<file path="src/rtl/sdrc_arb_pkg.sv">
// sdrc_arb_pkg: shared types and Wishbone cycle-type constants for the SDRAM arbiter
package sdrc_arb_pkg;
  typedef enum logic {IDLE, BUSY} state_t;
  localparam logic [2:0] CTI_CLASSIC = 3'b000;
  localparam logic [2:0] CTI_INCR    = 3'b010;
  localparam logic [2:0] CTI_EOB     = 3'b111;
endpackage

</file>
<file path="src/rtl/rr_pick.sv">
// rr_pick: combinational round-robin selector, first set req at or after ptr wins
module rr_pick #(
  parameter int N  = 4,
  parameter int PW = $clog2(N)
) (
  input  logic [N-1:0]  req,
  input  logic [PW-1:0] ptr,
  output logic [N-1:0]  gnt,
  output logic [PW-1:0] idx,
  output logic          any
);
  logic [PW:0]   sum;
  logic [PW-1:0] j;
  assign any = |req;
  // Walk offsets from farthest to nearest so the entry closest to ptr overwrites the rest
  always_comb begin
    gnt = '0;
    idx = '0;
    sum = '0;
    j   = '0;
    for (int k = N - 1; k >= 0; k--) begin
      sum = {1'b0, ptr} + (PW+1)'(k);
      j   = sum >= (PW+1)'(N) ? PW'(sum - (PW+1)'(N)) : PW'(sum);
      if (req[j]) begin
        gnt    = '0;
        gnt[j] = 1'b1;
        idx    = j;
      end
    end
  end
endmodule

</file>
<file path="src/rtl/sdrc_wb_arb.sv">
// sdrc_wb_arb: round-robin Wishbone arbiter sharing one sdrc_top slave port among NUM_M masters
module sdrc_wb_arb
  import sdrc_arb_pkg::*;
#(
  parameter int NUM_M     = 4,
  parameter int AW        = 26,
  parameter int DW        = 32,
  parameter int STALL_MAX = 255
) (
  input  logic                    wb_clk_i,
  input  logic                    wb_rst_i,
  input  logic [NUM_M-1:0]        m_cyc_i,
  input  logic [NUM_M-1:0]        m_stb_i,
  input  logic [NUM_M-1:0]        m_we_i,
  input  logic [NUM_M*AW-1:0]     m_addr_i,
  input  logic [NUM_M*DW-1:0]     m_dat_i,
  input  logic [NUM_M*DW/8-1:0]   m_sel_i,
  input  logic [NUM_M*3-1:0]      m_cti_i,
  output logic [NUM_M-1:0]        m_ack_o,
  output logic [DW-1:0]           m_dat_o,
  output logic                    s_cyc_o,
  output logic                    s_stb_o,
  output logic                    s_we_o,
  output logic [AW-1:0]           s_addr_o,
  output logic [DW-1:0]           s_dat_o,
  output logic [DW/8-1:0]         s_sel_o,
  output logic [2:0]              s_cti_o,
  input  logic                    s_ack_i,
  input  logic [DW-1:0]           s_dat_i,
  output logic [NUM_M-1:0]        gnt_o,
  output logic                    timeout_o
);
  localparam int PW = $clog2(NUM_M);
  localparam int SW = DW / 8;
  state_t            state, state_nx;
  logic [NUM_M-1:0]  req, win, gnt_nx;
  logic [PW-1:0]     idx, idx_nx, win_idx, ptr, ptr_nx;
  logic              any_req, busy, leave, stall, wrap;
  logic [7:0]        cnt;
  logic [8:0]        cnt_inc;
  assign req   = m_cyc_i & m_stb_i;
  assign busy  = state == BUSY;
  assign leave = busy & ~|(m_cyc_i & gnt_o);
  rr_pick #(.N(NUM_M), .PW(PW)) u_pick (
    .req (req),
    .ptr (ptr),
    .gnt (win),
    .idx (win_idx),
    .any (any_req)
  );
  always_comb begin
    state_nx = state;
    gnt_nx   = gnt_o;
    idx_nx   = idx;
    ptr_nx   = ptr;
    if (!busy && any_req) begin
      state_nx = BUSY;
      gnt_nx   = win;
      idx_nx   = win_idx;
    end else if (leave) begin
      state_nx = IDLE;
      gnt_nx   = '0;
      ptr_nx   = idx == PW'(NUM_M - 1) ? '0 : idx + 1'b1;
    end
  end
  // gnt_o is zero outside BUSY, so this AND-OR mux also forces the idle/reset zeros
  always_comb begin
    s_cyc_o  = 1'b0;
    s_stb_o  = 1'b0;
    s_we_o   = 1'b0;
    s_addr_o = '0;
    s_dat_o  = '0;
    s_sel_o  = '0;
    s_cti_o  = '0;
    for (int i = 0; i < NUM_M; i++) begin
      if (gnt_o[i]) begin
        s_cyc_o  = m_cyc_i[i];
        s_stb_o  = m_stb_i[i];
        s_we_o   = m_we_i[i];
        s_addr_o = m_addr_i[i*AW +: AW];
        s_dat_o  = m_dat_i[i*DW +: DW];
        s_sel_o  = m_sel_i[i*SW +: SW];
        s_cti_o  = m_cti_i[i*3 +: 3];
      end
    end
  end
  assign m_ack_o = gnt_o & {NUM_M{s_ack_i}};
  assign m_dat_o = s_dat_i;
  assign stall   = busy & s_stb_o & ~s_ack_i;
  assign cnt_inc = {1'b0, cnt} + 9'd1;
  assign wrap    = cnt_inc == 9'(STALL_MAX);
  always_ff @(posedge wb_clk_i or negedge wb_rst_i) begin
    if (!wb_rst_i) begin
      state     <= IDLE;
      gnt_o     <= '0;
      idx       <= '0;
      ptr       <= '0;
      cnt       <= '0;
      timeout_o <= 1'b0;
    end else begin
      state     <= state_nx;
      gnt_o     <= gnt_nx;
      idx       <= idx_nx;
      ptr       <= ptr_nx;
      cnt       <= (!stall || leave || wrap) ? '0 : cnt_inc[7:0];
      timeout_o <= stall & ~leave & wrap;
    end
  end
endmodule

</file>
<file path="config.mk">
export PLATFORM = sky130hd
export DESIGN_NAME = sdrc_wb_arb
export DESIGN_NICKNAME = d
export VERILOG_FILES = /design/src/rtl/sdrc_arb_pkg.sv /design/src/rtl/rr_pick.sv /design/src/rtl/sdrc_wb_arb.sv
export SDC_FILE = /design/constraint.sdc
export NUM_CORES = 1
export LEC_CHECK = 0
export CAP_MARGIN = 20
export CORE_AREA = 4 4 159 161
export CTS_CLUSTER_SIZE = 8
export DETAILED_ROUTE_END_ITERATION = 12
export DIE_AREA = 0 0 163 165
export PLACE_DENSITY_LB_ADDON = 0.12
export SLEW_MARGIN = 40
export SYNTH_ARGS = -nofsm -noshare
export SYNTH_HDL_FRONTEND = slang
export SYNTH_SLANG_ARGS = --single-unit
</file>
<file path="constraint.sdc">
create_clock -name wb_clk_i -period 2 [get_ports wb_clk_i]
set_clock_uncertainty 0.05 [all_clocks]
set_input_delay 0.3 -clock wb_clk_i [delete_from_list [all_inputs] [get_ports wb_clk_i]]
set_output_delay 0.3 -clock wb_clk_i [all_outputs]
set_load 0.05 [all_outputs]
</file>
### Yosys cells after proc, flatten, opt, wreduce, memory -nomap -nowiden

Cells that the tools add are included.

| word-level totals | value |
|---|---|
| output and inout bits | 109 |
| word-level logic and storage cells | 116 |
| register bits after elaboration | 18 |

| operators by class | value |
|---|---|
| bitwise gates (word level) | 11 |
| mux-type cells | 62 |
| order comparisons | 12 |
| reduce and logical (&&, ||, !) cells | 14 |
| equal/unequal tests | 2 |
| add/subtract/negate cells | 9 |

Operator list:

| cell | count |
|---|---|
| 2-to-1 mux 32 bit | 4 |
| 2-to-1 mux 26 bit | 4 |
| 2-to-1 mux 4 bit | 10 |
| 2-to-1 mux 1 bit | 22 |
| 2-to-1 mux 2 bit | 9 |
| AND 4 bit | 3 |
| < comparator 2 x 3 -> 1 bit (second input constant) | 4 |
| 2-to-1 mux 3 bit | 4 |
| adder 8 x 1 -> 9 bit (second input constant) | 1 |
| == test 9 x 8 -> 1 bit (second input constant) | 1 |
| >= comparator 3 bit (second input constant) | 3 |
| binary-select mux 1 bit (select 2 bit) | 4 |
| demux 1 bit (select 2 bit) | 4 |
| >= comparator 2 x 1 -> 1 bit (second input constant) | 4 |
| 2-to-1 mux 8 bit | 1 |
| OR reduction 4 bit | 2 |
| subtractor 2 x 1 -> 2 bit (second input constant) | 4 |
| adder 2 x 2 -> 3 bit (second input constant) | 2 |
| AND 1 bit | 5 |
| logical AND 1 bit | 5 |
| adder 2 x 1 -> 3 bit (second input constant) | 1 |
| >= comparator 2 x 3 -> 1 bit (second input constant) | 1 |
| logical NOT 1 bit | 3 |
| inverter 1 bit | 3 |
| 5 further kinds | 6 |

### Logic depth before layout (Yosys ltp)

Gate-level depths: netlist (run 1).

| logic depth | value |
|---|---|
| depth in word-level cells | 12 |
| gate-level depth with buffers | 8 |

### Cells and area by module

A second synthesis (run 1) with hierarchy kept.

| second synthesis, totals | value |
|---|---|
| cell total of the unflattened synthesis | 499 |
| area, all modules | 3613.5 sq um |

By module, submodules not included:

| module | sequential area each (sq um) | times used | area an instance (sq um) | cells an instance |
|---|---|---|---|---|
| sdrc_wb_arb | 450.4 | 1 | 3115.5 | 437 |
| rr_pick | 0.0 | 1 | 498.0 | 62 |

### Worst setup path before layout (run 1)

Ideal clock, no wire load.

| timing | value |
|---|---|
| path kind | reg2out |
| from | register gnt_o[1] |
| to | output port s_addr_o[0] |
| stages on the path, launching flop included | 9 |
| setup slack | -1069 ps |
| arrival time | 2719 ps |
| buffers on the path | 3 |
| required time | 1650 ps |
| cell sequence | dfrtp_1 buf_2 nor2b_1 buf_2 buf_1 a22oi_1 nor2_1 a21oi_1 o21ai_0 |

| between the ends | value |
|---|---|
| word-level cells in the longest chain between the ends | 3 |

Ends and longest elaborated chain:

| element | RTL line | source |
|---|---|---|
| start, declared | sdrc_wb_arb.sv:30 | `output logic [NUM_M-1:0] gnt_o,` |
| start signal, assigned | sdrc_wb_arb.sv:102 | `gnt_o <= gnt_nx;` |
| 2-to-1 mux 26 bit (3 in a row) | sdrc_wb_arb.sv:76 | `if (gnt_o[i]) begin` |
| end, declared | sdrc_wb_arb.sv:24 | `output logic [AW-1:0] s_addr_o,` |

No other way between the ends.

### Final worst setup path (run 1)

| timing | value |
|---|---|
| from | register gnt_o[1] |
| to | output port s_dat_o[25] |

| between the ends | value |
|---|---|
| word-level cells in the longest chain between the ends | 3 |

Ends and longest elaborated chain:

| element | RTL line | source |
|---|---|---|
| 2-to-1 mux 32 bit (3 in a row) | sdrc_wb_arb.sv:76 |  |
| end, declared | sdrc_wb_arb.sv:25 | `output logic [DW-1:0] s_dat_o,` |

No other way between the ends.

==> load_flow_metrics.sql, run 1 <==
INSERT INTO impl_metrics (metric_group, metric, value, unit) VALUES
('clock_tree', 'cts_tree', 'built', ''),
('setup_path', 'number_of_cells_on_the_worst_reg_to_reg_path', '7', ''),
('setup_path', 'path_cells', 'nor2b_4, buf_12, buf_12, clkbuf_16, a22oi_2, nor2_1, a21oi_2, o21ai_4, buf_12', ''),
('clock_tree', 'cts_made_buffers', '3', ''),
('flow_run', 'timing.max_cap.violations', '0', ''),
('setup_path', 'crit_path_frequent_cell', 'buf_12', ''),
('detailed_routing', 'routed_wire_length_per_instance', '20.73', 'um'),
('setup_path', 'arrival_time_of_data_at_the_critical_path_endpoint', '1840', 'ps'),
('clock_tree', 'clockRootBuffer', 'clkbuf_16', ''),
('sta', 'timing.fmax', '457.1', 'MHz'),
('setup_path', 'rr_startpoint', 'gnt_o[1]$_DFFE_PN0P_', ''),
('power_and_ir_drop', 'leakage', '0.003683', 'uW'),
('sta', 'period_share', '1.094', ''),
('setup_path', 'cp_max_fo', '6', ''),
('placed_design', 'io_buffers', '351', ''),
('sta', 'timing_worst_slew_pin_value', '536.7', 'ps'),
('setup_path', 'timing.reg2reg.setup_slack', '90', 'ps'),
('floorplan', 'num_rows', '57', ''),
('sta', 'period_needed', '2188', 'ps'),
('detailed_routing', 'route.vias.total', '5682', ''),
('sta', 'fin_ws', '-187.5', 'ps'),
('power_and_ir_drop', 'fin_total_pwr', '14220', 'uW'),
('placed_design', 'place_congestion', '0.8640', ''),
('yosys', 'synth_area_per_cell', '6.123', 'sq um'),
('grt', 'grt_first_pass_wirelength', '35.61', 'mm'),
('floorplan', 'die_x', '163', 'um'),
('yosys', 'syn-instance-count', '563', ''),
('finish', 'area_delta_synth_final', '200.5', '%'),
('finish', 'register_area', '460.4', 'sq um'),
('finish', 'multi_input_comb_area', '3986', 'sq um'),
('power_and_ir_drop', 'pwr_density_cell', '1373', 'nW/um^2'),
('finish', 'num-fill-cells', '2344', ''),
('detailed_routing', 'wl_final', '25.98', 'mm'),
('finish', 'layout-drive-gt1-share', '0.4509', ''),
('yosys', 'post_synth_instance_area', '3447', 'sq um'),
('clock_tree', 'cts.sink_count', '18', ''),
('yosys', 'count_of_state_elements_after_synthesis', '18', ''),
('detailed_routing', 'detailroute.wirelength.met2', '13.53', 'mm'),
('finish', 'final_common_cell', 'clkdlybuf4s50_1', ''),
('sta', 'setup_viol', '68', ''),
('status', 'run_status', 'complete, but fails checks', ''),
('placed_design', 'place.detailed.hpwl', '20.05', 'mm'),
('detailed_routing', 'dr.first_iter.drc_count', '254', ''),
('detailed_routing', 'm1WireLength', '9.902', 'mm'),
('detailed_routing', 'met3WireLength', '2.058', 'mm'),
('clock_tree', 'htree_num_levels', '1', ''),
('floorplan', 'floorplan.io_pins', '416', ''),
('floorplan', 'core_area', '23960', 'sq um'),
('yosys', 'yosys.cell_types.count', '48', ''),
('yosys', 'synthFlopType', 'dfrtp_1', ''),
('sta', 'maxSlewViolCount', '0', ''),
('detailed_routing', 'remaining_drc_errors', '0', ''),
('status', 'violations', 'setup timing', ''),
('setup_path', 'r2r-end', 'cnt[6]$_DFF_PN0_', ''),
('sta', 'unrepaired_setup_endpoints_after_global_routing', 'yes', ''),
('placed_design', 'pre_cts_slack', '-153.7', 'ps'),
('sta', 'timing.max_slew.rel_slack', '0.6411', ''),
('worst_hold_path', 'hold_class', 'in -> async', ''),
('yosys', 'ys.warnings.count', '0', ''),
('detailed_routing', 'drt_pass1_iterations', '4', ''),
('clock_tree', 'cts_buffer_depth', '2', ''),
('floorplan', 'initial_core_util', '0.1438', ''),
('yosys', 'yosysSeqAreaShare', '0.1307', ''),
('floorplan', 'fp.dieArea', '26900', 'sq um'),
('grt', 'pin_count_of_the_biggest_net_entering_global_routing', '42', ''),
('clock_tree', 'cts-hold-fix-buffers', '0', ''),
('detailed_routing', 'final_antenna_net_count', '0', ''),
('yosys', 'synth-async-reset-ratio', '1.000', ''),
('grt', 'grt_pass1_vias', '5487', ''),
('power_and_ir_drop', 'peakVddDrop', '0.7668', 'mV'),
('detailed_routing', 'drt-vias-per-instance', '4.535', '');
[where the power goes]
part,leakage [uW],total (uW),switching [uW],internal [uW]
registers,0.000232,556,97.3,459
clock network,0.0000442,449,145,304
logic,0.00341,13200,7050,6160
total,0.00368,14200,7290,6920
[critical path, delay by kind of cell, from the launching register on]
kind,cells,cell delay (ps)
AOI/OAI and AO/OA,3,280
buffers and inverters,4,590
DFF,1,440
and+or+nand+nor,2,270
[cells in the mapped netlist (all sizes together) (2+ instances only)]
cell type,number,area (sq um)
a21oi,71,355.3
a22oi,68,510.5
a311o,3,30.03
and2,8,50.05
and4,2,17.52
buf,48,314.0
clkbuf,32,120.1
dfrtp,18,450.4
ha,7,87.58
inv,6,22.52
mux2i,2,20.02
mux4,3,67.56
nand2,84,315.3
nand3,11,55.05
nand4,8,50.05
nand4b,2,17.52
nor2,83,324.1
nor2b,2,12.51
nor3,2,10.01
o211ai,4,30.03
o21ai,73,365.3
o311ai,3,26.28
o31ai,2,15.01
xor2,4,35.03
[layer usage]
layer | up-vias | global-route usage
met5 | - | 0
met2 | 224 | 0.3162
met1 | 2670 | 0.2028
li1 | 2748 | -
met3 | 36 | 0.04517
met4 | 4 | 0.03507
[stage by stage]
stage,setup TNS (ps),std cells,hold slack (ps),area (sq um),util
2_1_floorplan,-1782,563,-45.59,4259,-
3_3_place_gp,-1808,1222,452.9,9049,0.3776
3_5_place_dp,-1937,1222,453.9,9049,0.3776
4_1_cts,-8575,1244,345.1,10080,0.4207
5_1_grt,-12880,1252,357.7,10350,0.4321
6_report,-8421,1253,333.4,10360,0.4322
[logic make-up (layout without fill, tap and decap cells)]
kind of cell | Yosys count | after routing | synth area share
simple gates | 207 | 207 | 0.2592
flops | 18 | 18 | 0.1307
compound gates | 234 | 234 | 0.4109
buf+inv | 86 | 450 | 0.1325
fa+ha+maj | 7 | 7 | 0.02541
xor+xnor | 5 | 5 | 0.01270
mux | 6 | 6 | 0.02867
other cells | 0 | 2 | 0
[how the worst max path moves through the flow]
stage	end	slack [ps]	cells after the start	start
2_1_floorplan	s_addr_o[10]	-50	8	gnt_o[1]$_DFFE_PN0P_
3_3_place_gp	cnt[6]$_DFF_PN0_	-160	7	m_stb_i[0]
3_5_place_dp	cnt[6]$_DFF_PN0_	-150	7	m_stb_i[0]
4_1_cts	s_dat_o[20]	-190	8	gnt_o[0]$_DFFE_PN0P_
5_1_grt	s_cti_o[0]	-240	9	gnt_o[1]$_DFFE_PN0P_
6_report	s_dat_o[25]	-190	9	gnt_o[1]$_DFFE_PN0P_
[area by class of cell]
class / count / share of cell area
Sequential cell: 18 / 0.04446
Tap cell: 324 / 0.03914
Inverter: 6 / 0.002174
Antenna cell: 2 / 0.0004832
Timing Repair Buffer: 440 / 0.5203
Multi-Input combinational cell: 459 / 0.3849
Clock buffer: 4 / 0.008577
[sequential cells by signal, indices dropped and copies added (netlist names)]
| register | count |
|---|---|
| timeout_o | 1 |
| gnt_o | 4 |
| ptr | 2 |
| idx | 2 |
| busy | 1 |
| cnt | 8 |
[timing repair]
action	in CTS	in global routing
endpoints found under the setup margin	68	80
setup buffers	11	8
pin swaps	24	45
resized for setup	141	59
cloned	9	3
Power figures use the tool's default switching activity.
==> run 2: changes to the inputs <==
Settings changed: CORE_AREA 4 4 159 161 to 10 10 152 154, DIE_AREA 0 0 163 165 to 0 0 162 164, TNS_END_PERCENT from default to 5.
==> run 2 against run 1 <==
Clock power fell by 3%. Utilization is 4.1 points higher. Largest power group unchanged. The run still ends with setup timing left. Via count shrank 2.1%. Global-route usage is 0.30 points higher. Highest routed layer is now met4. Combinational power down 8%. Worst hold slack gained 9.6 ps. Sequential share of layout area rose by 0.41 points. Worst setup slack better by 29 ps. Sequential cell count unchanged. First-iteration DRC count rose by 57%. Total power fell by 7.4%. Count of clock-buffer cells in the layout is the same.
==> load_flow_metrics.sql, run 2 (synthesis gave the netlist of run 1 again) <==
INSERT INTO impl_metrics (metric_group, metric, value, unit) VALUES
('setup_path', 'worst_ep_required_time', '1650', 'ps'),
('sta', 'fin_ws', '-158.0', 'ps'),
('grt', 'grt_first_pass_wirelength', '36.16', 'mm'),
('power_and_ir_drop', 'peakVddDrop', '0.6468', 'mV'),
('setup_path', 'r2r-end', 'cnt[6]$_DFF_PN0_', ''),
('sta', 'setup_viol', '68', ''),
('detailed_routing', 'dr.first_iter.drc_count', '399', ''),
('setup_path', 'sort_of_element_at_the_start_of_the_critical_path', 'flop', ''),
('detailed_routing', 'wl_final', '26.11', 'mm'),
('setup_path', 'timing.reg2reg.setup_slack', '40', 'ps'),
('detailed_routing', 'route.vias.total', '5565', ''),
('clock_tree', 'cts_buffer_depth', '2', ''),
('grt', 'grt_pass1_vias', '5462', ''),
('detailed_routing', 'drt-vias-per-instance', '4.712', ''),
('setup_path', 'startpoint_to_endpoint_class_of_the_critical_path', 'reg -> out', ''),
('clock_tree', 'cts.sink_count', '18', ''),
('finish', 'number_of_flip_flops_in_the_largest_register', '8', ''),
('clock_tree', 'cts-hold-fix-buffers', '0', ''),
('status', 'run_status', 'complete, but fails checks', ''),
('grt', 'grt_remaining_overflow', '0', ''),
('power_and_ir_drop', 'leakage', '0.003477', 'uW'),
('placed_design', 'io_buffers', '351', ''),
('status', 'violations', 'setup timing', ''),
('finish', 'area_delta_synth_final', '175.0', '%'),
('floorplan', 'floorplan.io_pins', '416', ''),
('sta', 'period_needed', '2158', 'ps'),
('clock_tree', 'clk_pin_slew', '50', 'ps'),
('clock_tree', 'htree_num_levels', '1', ''),
('clock_tree', 'clockRootBuffer', 'clkbuf_16', ''),
('clock_tree', 'clk_latency', '240', 'ps'),
('placed_design', 'place_congestion', '0.8768', ''),
('floorplan', 'die_h', '164', 'um'),
('finish', 'final_common_cell', 'clkdlybuf4s50_1', ''),
('finish', 'num-fill-cells', '1957', ''),
('floorplan', 'core_area', '20040', 'sq um'),
('sta', 'unrepaired_setup_endpoints_after_global_routing', 'yes', ''),
('grt', 'pin_count_of_the_biggest_net_entering_global_routing', '40', ''),
('grt', 'antenna_found_initial', '1', ''),
('sta', 'timing.fmax', '463.4', 'MHz'),
('worst_hold_path', 'hold_class', 'in -> async', ''),
('floorplan', 'initial_core_util', '0.1720', ''),
('power_and_ir_drop', 'pwr_density_cell', '1388', 'nW/um^2'),
('placed_design', 'pre_cts_slack', '-212.4', 'ps'),
('floorplan', 'num_rows', '52', ''),
('finish', 'register_ranked_first_by_flip_flop_count', 'cnt', ''),
('sta', 'final_hold_viol_count', '0', ''),
('finish', 'top_regs', 'cnt x8, gnt_o x4', ''),
('sta', 'timing.max_slew.rel_slack', '0.6629', ''),
('sta', 'period_share', '1.079', ''),
('clock_tree', 'cts_tree', 'built', ''),
('detailed_routing', 'final_antenna_net_count', '0', ''),
('placed_design', 'place.detailed.hpwl', '22.06', 'mm'),
('finish', 'fin_util', '0.4730', ''),
('setup_path', 'critPathCaptureType', 'output pin', ''),
('detailed_routing', 'drt_pass1_iterations', '5', ''),
('grt', 'grt_use_total', '0.1755', ''),
('detailed_routing', 'routed_wire_length_per_instance', '22.11', 'um'),
('setup_path', 'cp_max_fo', '6', ''),
('floorplan', 'die_x', '162', 'um'),
('finish', 'nNetsFinal', '1224', ''),
('setup_path', 'number_of_cells_on_the_worst_reg_to_reg_path', '7', ''),
('finish', 'final_cell_mix', 'clkdlybuf4s50_1, buf_12, nand2_1', ''),
('setup_path', 'arrival_time_of_data_at_the_critical_path_endpoint', '1810', 'ps'),
('floorplan', 'fp.dieArea', '26570', 'sq um'),
('sta', 'timing_worst_slew_pin_value', '504.1', 'ps'),
('detailed_routing', 'remaining_drc_errors', '0', ''),
('flow_run', 'timing.max_cap.violations', '0', ''),
('setup_path', 'rr_startpoint', 'gnt_o[1]$_DFFE_PN0P_', ''),
('sta', 'maxSlewViolCount', '0', ''),
('finish', 'layout-drive-gt1-share', '0.3432', ''),
('clock_tree', 'cts_made_buffers', '3', '');
==> run 2: cell types whose count changed in the layout (fill, tap and decap cells not counted), sizes merged <==
cell,previous run,this run
buf,160,145
bufbuf,2,0
clkbuf,7,6
clkdlybuf4s50,275,274
dlymetal6s2s,0,1
==> run 2: final cells by class <==
| class | instances | area, sq um | area share |
|---|---|---|---|
| Antenna cell | 2 | 5.005 | 0.0005280 |
| Tap cell | 270 | 337.8 | 0.03564 |
| Sequential cell | 18 | 460.4 | 0.04857 |
| Multi-Input combinational cell | 459 | 3570 | 0.3766 |
| Clock buffer | 4 | 88.84 | 0.009372 |
| Timing Repair Buffer | 422 | 4995 | 0.5269 |
| Inverter | 6 | 22.52 | 0.002376 |
==> run 2: critical path, stage by stage, from the launching register on <==
cell,delay (ps)
dfrtp_2,430
nor2b_4,170
buf_12,130
clkbuf_16,150
a22oi_2,50
nor2_2,210
a21oi_2,50
o21ai_2,190
buf_12,160
==> run 2: what timing repair did <==
action / 4_1_cts / 5_1_grt
pin swaps: 5 / 12
hold endpoints to repair: 0 / 0
gates cloned: 0 / 2
endpoints found under the setup margin: 63 / 81
buffers inserted: 0 / 2
resized for setup: 45 / 47
==> run 2: per-stage QoR <==
| stage | total power, uW | TNS [ps] | area, sq um | hold slack, ps | instances |
|---|---|---|---|---|---|
| 2_1_floorplan | 6965 | -2517 | 4209 | -45.59 | 563 |
| 3_3_place_gp | 12320 | -1606 | 8992 | 429.4 | 1174 |
| 3_5_place_dp | 12340 | -1622 | 8992 | 443.5 | 1174 |
| 4_1_cts | 12990 | -5097 | 9243 | 349.8 | 1178 |
| 5_1_grt | 13790 | -10860 | 9477 | 366.2 | 1180 |
| 6_report | 13160 | -4750 | 9479 | 343.1 | 1181 |
==> run 2: worst max path at each step <==
| stage | startpoint | to | slack (ps) | cells after the start |
|---|---|---|---|---|
| 3_3_place_gp | m_cyc_i[3] | gnt_o[1]$_DFFE_PN0P_ | -200 | 6 |
| 4_1_cts | gnt_o[1]$_DFFE_PN0P_ | s_dat_o[16] | -170 | 8 |
| 2_1_floorplan | gnt_o[1]$_DFFE_PN0P_ | s_addr_o[10] | -50 | 8 |
| 5_1_grt | gnt_o[1]$_DFFE_PN0P_ | s_dat_o[31] | -230 | 8 |
| 3_5_place_dp | m_cyc_i[3] | gnt_o[1]$_DFFE_PN0P_ | -210 | 6 |
| 6_report | gnt_o[1]$_DFFE_PN0P_ | s_dat_o[31] | -160 | 8 |
==> run 2: power breakdown <==
part / leakage, uW / switching [uW] / internal, uW / total, uW
Combinational: 0.00320 / 6620 / 5510 / 12100
Clock: 0.0000442 / 132 / 304 / 436
Sequential: 0.000232 / 135 / 459 / 594
Total: 0.00348 / 6890 / 6270 / 13200
==> run 2: layer usage <==
metal | global-route usage | share of wire | wire, um | up-vias
met5 | 0 | 0 | 0 | -
met4 | 0.03184 | 0.016 | 406 | 0
met3 | 0.04856 | 0.077 | 2021 | 26
met2 | 0.3184 | 0.52 | 13480 | 255
met1 | 0.2027 | 0.39 | 10200 | 2573
li1 | - | - | - | 2711
==> run 3: changes to the inputs <==
Settings changed: CORE_AREA 10 10 152 154 to 10 10 151 153, DIE_AREA 0 0 162 164 to 0 0 161 163.
Clock period 2 ns to 2.6 ns, I/O delays scaled along.
==> run 3 against run 2 <==
The flow now finishes without violations. Total power shrank 36%. Die area shrank 1.2%. Sequential cell count is the same. Clock power shrank 23%. Via count shrank 8.4%. Utilization shrank 7.7 points. Worst hold slack gained 93 ps.
==> load_flow_metrics.sql, run 3 (synthesis gave the netlist of run 1 again) <==
INSERT INTO impl_metrics (metric_group, metric, value, unit) VALUES
('finish', 'layout-drive-gt1-share', '0.1394', ''),
('finish', 'number_of_flip_flops_in_the_largest_register', '8', ''),
('power_and_ir_drop', 'pwr_density_cell', '1063', 'nW/um^2'),
('floorplan', 'die_x', '161', 'um'),
('power_and_ir_drop', 'swShare', '0.5368', ''),
('finish', 'top_regs', 'cnt x8, gnt_o x4', ''),
('setup_path', 'critPathCaptureType', 'output pin', ''),
('detailed_routing', 'route.vias.total', '5096', ''),
('grt', 'grt_pass1_vias', '5094', ''),
('clock_tree', 'clockRootBuffer', 'clkbuf_16', ''),
('clock_tree', 'cts_tree', 'built', ''),
('setup_path', 'worst_ep_required_time', '2160', 'ps'),
('setup_path', 'number_of_cells_on_the_worst_reg_to_reg_path', '6', ''),
('sta', 'timing_worst_slew_pin_value', '551.5', 'ps'),
('detailed_routing', 'remaining_drc_errors', '0', ''),
('placed_design', 'dpl-instance-area', '7794', 'sq um'),
('clock_tree', 'cts.sink_count', '18', ''),
('sta', 'worst_hold_slack', '436.2', 'ps'),
('power_and_ir_drop', 'p_int', '3880', 'uW'),
('finish', 'fin_util', '0.3959', ''),
('placed_design', 'place_congestion', '0.8371', ''),
('floorplan', 'die_h', '163', 'um'),
('setup_path', 'critPathBufInv', '2', ''),
('sta', 'setup_viol', '0', ''),
('finish', 'area_delta_synth_final', '128.7', '%'),
('clock_tree', 'cts_buffer_depth', '2', ''),
('detailed_routing', 'drt_pass1_iterations', '4', ''),
('grt', 'pin_count_of_the_biggest_net_entering_global_routing', '50', ''),
('clock_tree', 'cts-hold-fix-buffers', '0', ''),
('status', 'run_status', 'finished, final reports clean', ''),
('floorplan', 'fp.dieArea', '26240', 'sq um'),
('power_and_ir_drop', 'power.net_switching', '4497', 'uW'),
('setup_path', 'slowest_stage', 'dfrtp_2', ''),
('floorplan', 'initial_core_util', '0.1731', ''),
('setup_path', 'sort_of_element_at_the_start_of_the_critical_path', 'flop', ''),
('sta', 'timing.fmax', '412.7', 'MHz'),
('finish', 'register_ranked_first_by_flip_flop_count', 'cnt', ''),
('setup_path', 'crit_family', 'compound AO/OA/AOI/OAI gates', ''),
('sta', 'timing.max_slew.rel_slack', '0.6312', ''),
('setup_path', 'path_cells', 'nor2b_4, buf_4, a22oi_1, nor2_1, a21oi_1, o21ai_0, buf_12', ''),
('power_and_ir_drop', 'leakage', '0.002961', 'uW'),
('power_and_ir_drop', 'peakVddDrop', '0.4904', 'mV'),
('clock_tree', 'clk_pin_slew', '50', 'ps'),
('placed_design', 'dp.cells', '1127', ''),
('grt', 'antenna_found_initial', '0', ''),
('detailed_routing', 'dr.first_iter.drc_count', '261', ''),
('finish', 'insertedDiodeCount', '0', ''),
('power_and_ir_drop', 'comb_power_share', '0.900', ''),
('placed_design', 'io_buffers', '351', ''),
('clock_tree', 'cts_made_buffers', '3', ''),
('setup_path', 'slowest_delay', '430', 'ps'),
('grt', 'grt_remaining_overflow', '0', ''),
('clock_tree', 'clk_latency', '250', 'ps'),
('sta', 'unrepaired_setup_endpoints_after_global_routing', 'no', ''),
('grt', 'grt_use_total', '0.1589', ''),
('floorplan', 'core_area', '19910', 'sq um'),
('finish', 'fin_cells', '1131', ''),
('finish', 'final_common_cell', 'clkdlybuf4s50_1', ''),
('clock_tree', 'post_cts.resized_instances', '0', ''),
('finish', 'nNetsFinal', '1176', ''),
('flow_run', 'timing.max_cap.violations', '0', ''),
('detailed_routing', 'wl_final', '23.00', 'mm'),
('finish', 'final_cell_mix', 'clkdlybuf4s50_1, nand2_1, nor2_1', ''),
('detailed_routing', 'drt-vias-per-instance', '4.506', ''),
('sta', 'period_share', '0.9319', ''),
('floorplan', 'num_rows', '52', ''),
('clock_tree', 'htree_num_levels', '1', ''),
('sta', 'maxSlewViolCount', '0', ''),
('finish', 'post-route-cell-area', '7883', 'sq um'),
('grt', 'grt_first_pass_wirelength', '32.95', 'mm'),
('setup_path', 'stages_on_the_worst_setup_path', '7', ''),
('power_and_ir_drop', 'power.share.sequential', '0.060', ''),
('worst_hold_path', 'hold_class', 'in -> async', ''),
('floorplan', 'floorplan.io_pins', '416', ''),
('sta', 'final_hold_viol_count', '0', ''),
('clock_tree', 'cts_post_setup_buffers_inserted', '0', ''),
('setup_path', 'startpoint_to_endpoint_class_of_the_critical_path', 'reg -> out', ''),
('detailed_routing', 'final_antenna_net_count', '0', ''),
('placed_design', 'place.detailed.hpwl', '19.76', 'mm'),
('detailed_routing', 'routed_wire_length_per_instance', '20.34', 'um'),
('setup_path', 'cp_max_fo', '17', ''),
('setup_path', 'arrival_time_of_data_at_the_critical_path_endpoint', '1980', 'ps'),
('sta', 'period_needed', '2423', 'ps'),
('power_and_ir_drop', 'p_clk_frac', '0.040', '');
[run 3: changes by cell type in the layout (fill, tap and decap cells not counted), sizes merged]
cell,before,now
diode,2,0
buf,145,97
dlymetal6s2s,1,0
clkbuf,6,4
clkdlybuf4s50,274,277
[run 3: area by class of cell]
cell class	count	area [sq um]
well taps	270	337.8
repair buffers	374	4414
flip-flops and latches	18	459.2
clock buffers	4	88.84
fillers	2080	12030
multi-input cells	459	2560
inverters	6	22.52
[run 3: power groups by stage]
stage,clock [uW],combinational [uW],sequential [uW]
2_1_floorplan,0,3980,480
3_3_place_gp,0,7630,513
3_5_place_dp,0,7610,514
4_1_cts,344,7610,511
5_1_grt,355,7930,526
6_report,337,7540,504
[run 3: through the flow]
| step | TNS [ps] | setup WS, ps | power [uW] |
|---|---|---|---|
| after floorplan | -14290 | -375.0 | 4455 |
| after global placement | 0 | 229.3 | 8140 |
| after detailed placement | 0 | 199.2 | 8121 |
| after CTS | 0 | 123.4 | 8468 |
| after global routing | 0 | 61.83 | 8807 |
| final | 0 | 177.2 | 8376 |
[run 3: worst paths after layout]
kind                       slack (ps)              endpoint                 start
setup / recovery                  180            s_cti_o[0]  gnt_o[1]$_DFFE_PN0P_
hold / removal                    440      cnt[0]$_DFF_PN0_              wb_rst_i
setup reg to reg                  380      cnt[2]$_DFF_PN0_      cnt[0]$_DFF_PN0_
hold reg to reg                   450    ptr[0]$_DFFE_PN0P_    idx[0]$_DFFE_PN0P_
max in group asynchronous        1840  gnt_o[2]$_DFFE_PN0P_              wb_rst_i
min in group wb_clk_i             450    ptr[0]$_DFFE_PN0P_    idx[0]$_DFFE_PN0P_
[run 3: per-layer routing]
layer	global-route usage	share of wire
met1	0.1756	0.38
met2	0.2891	0.52
met3	0.06496	0.10
met4	0.01447	0.0032
met5	0	0
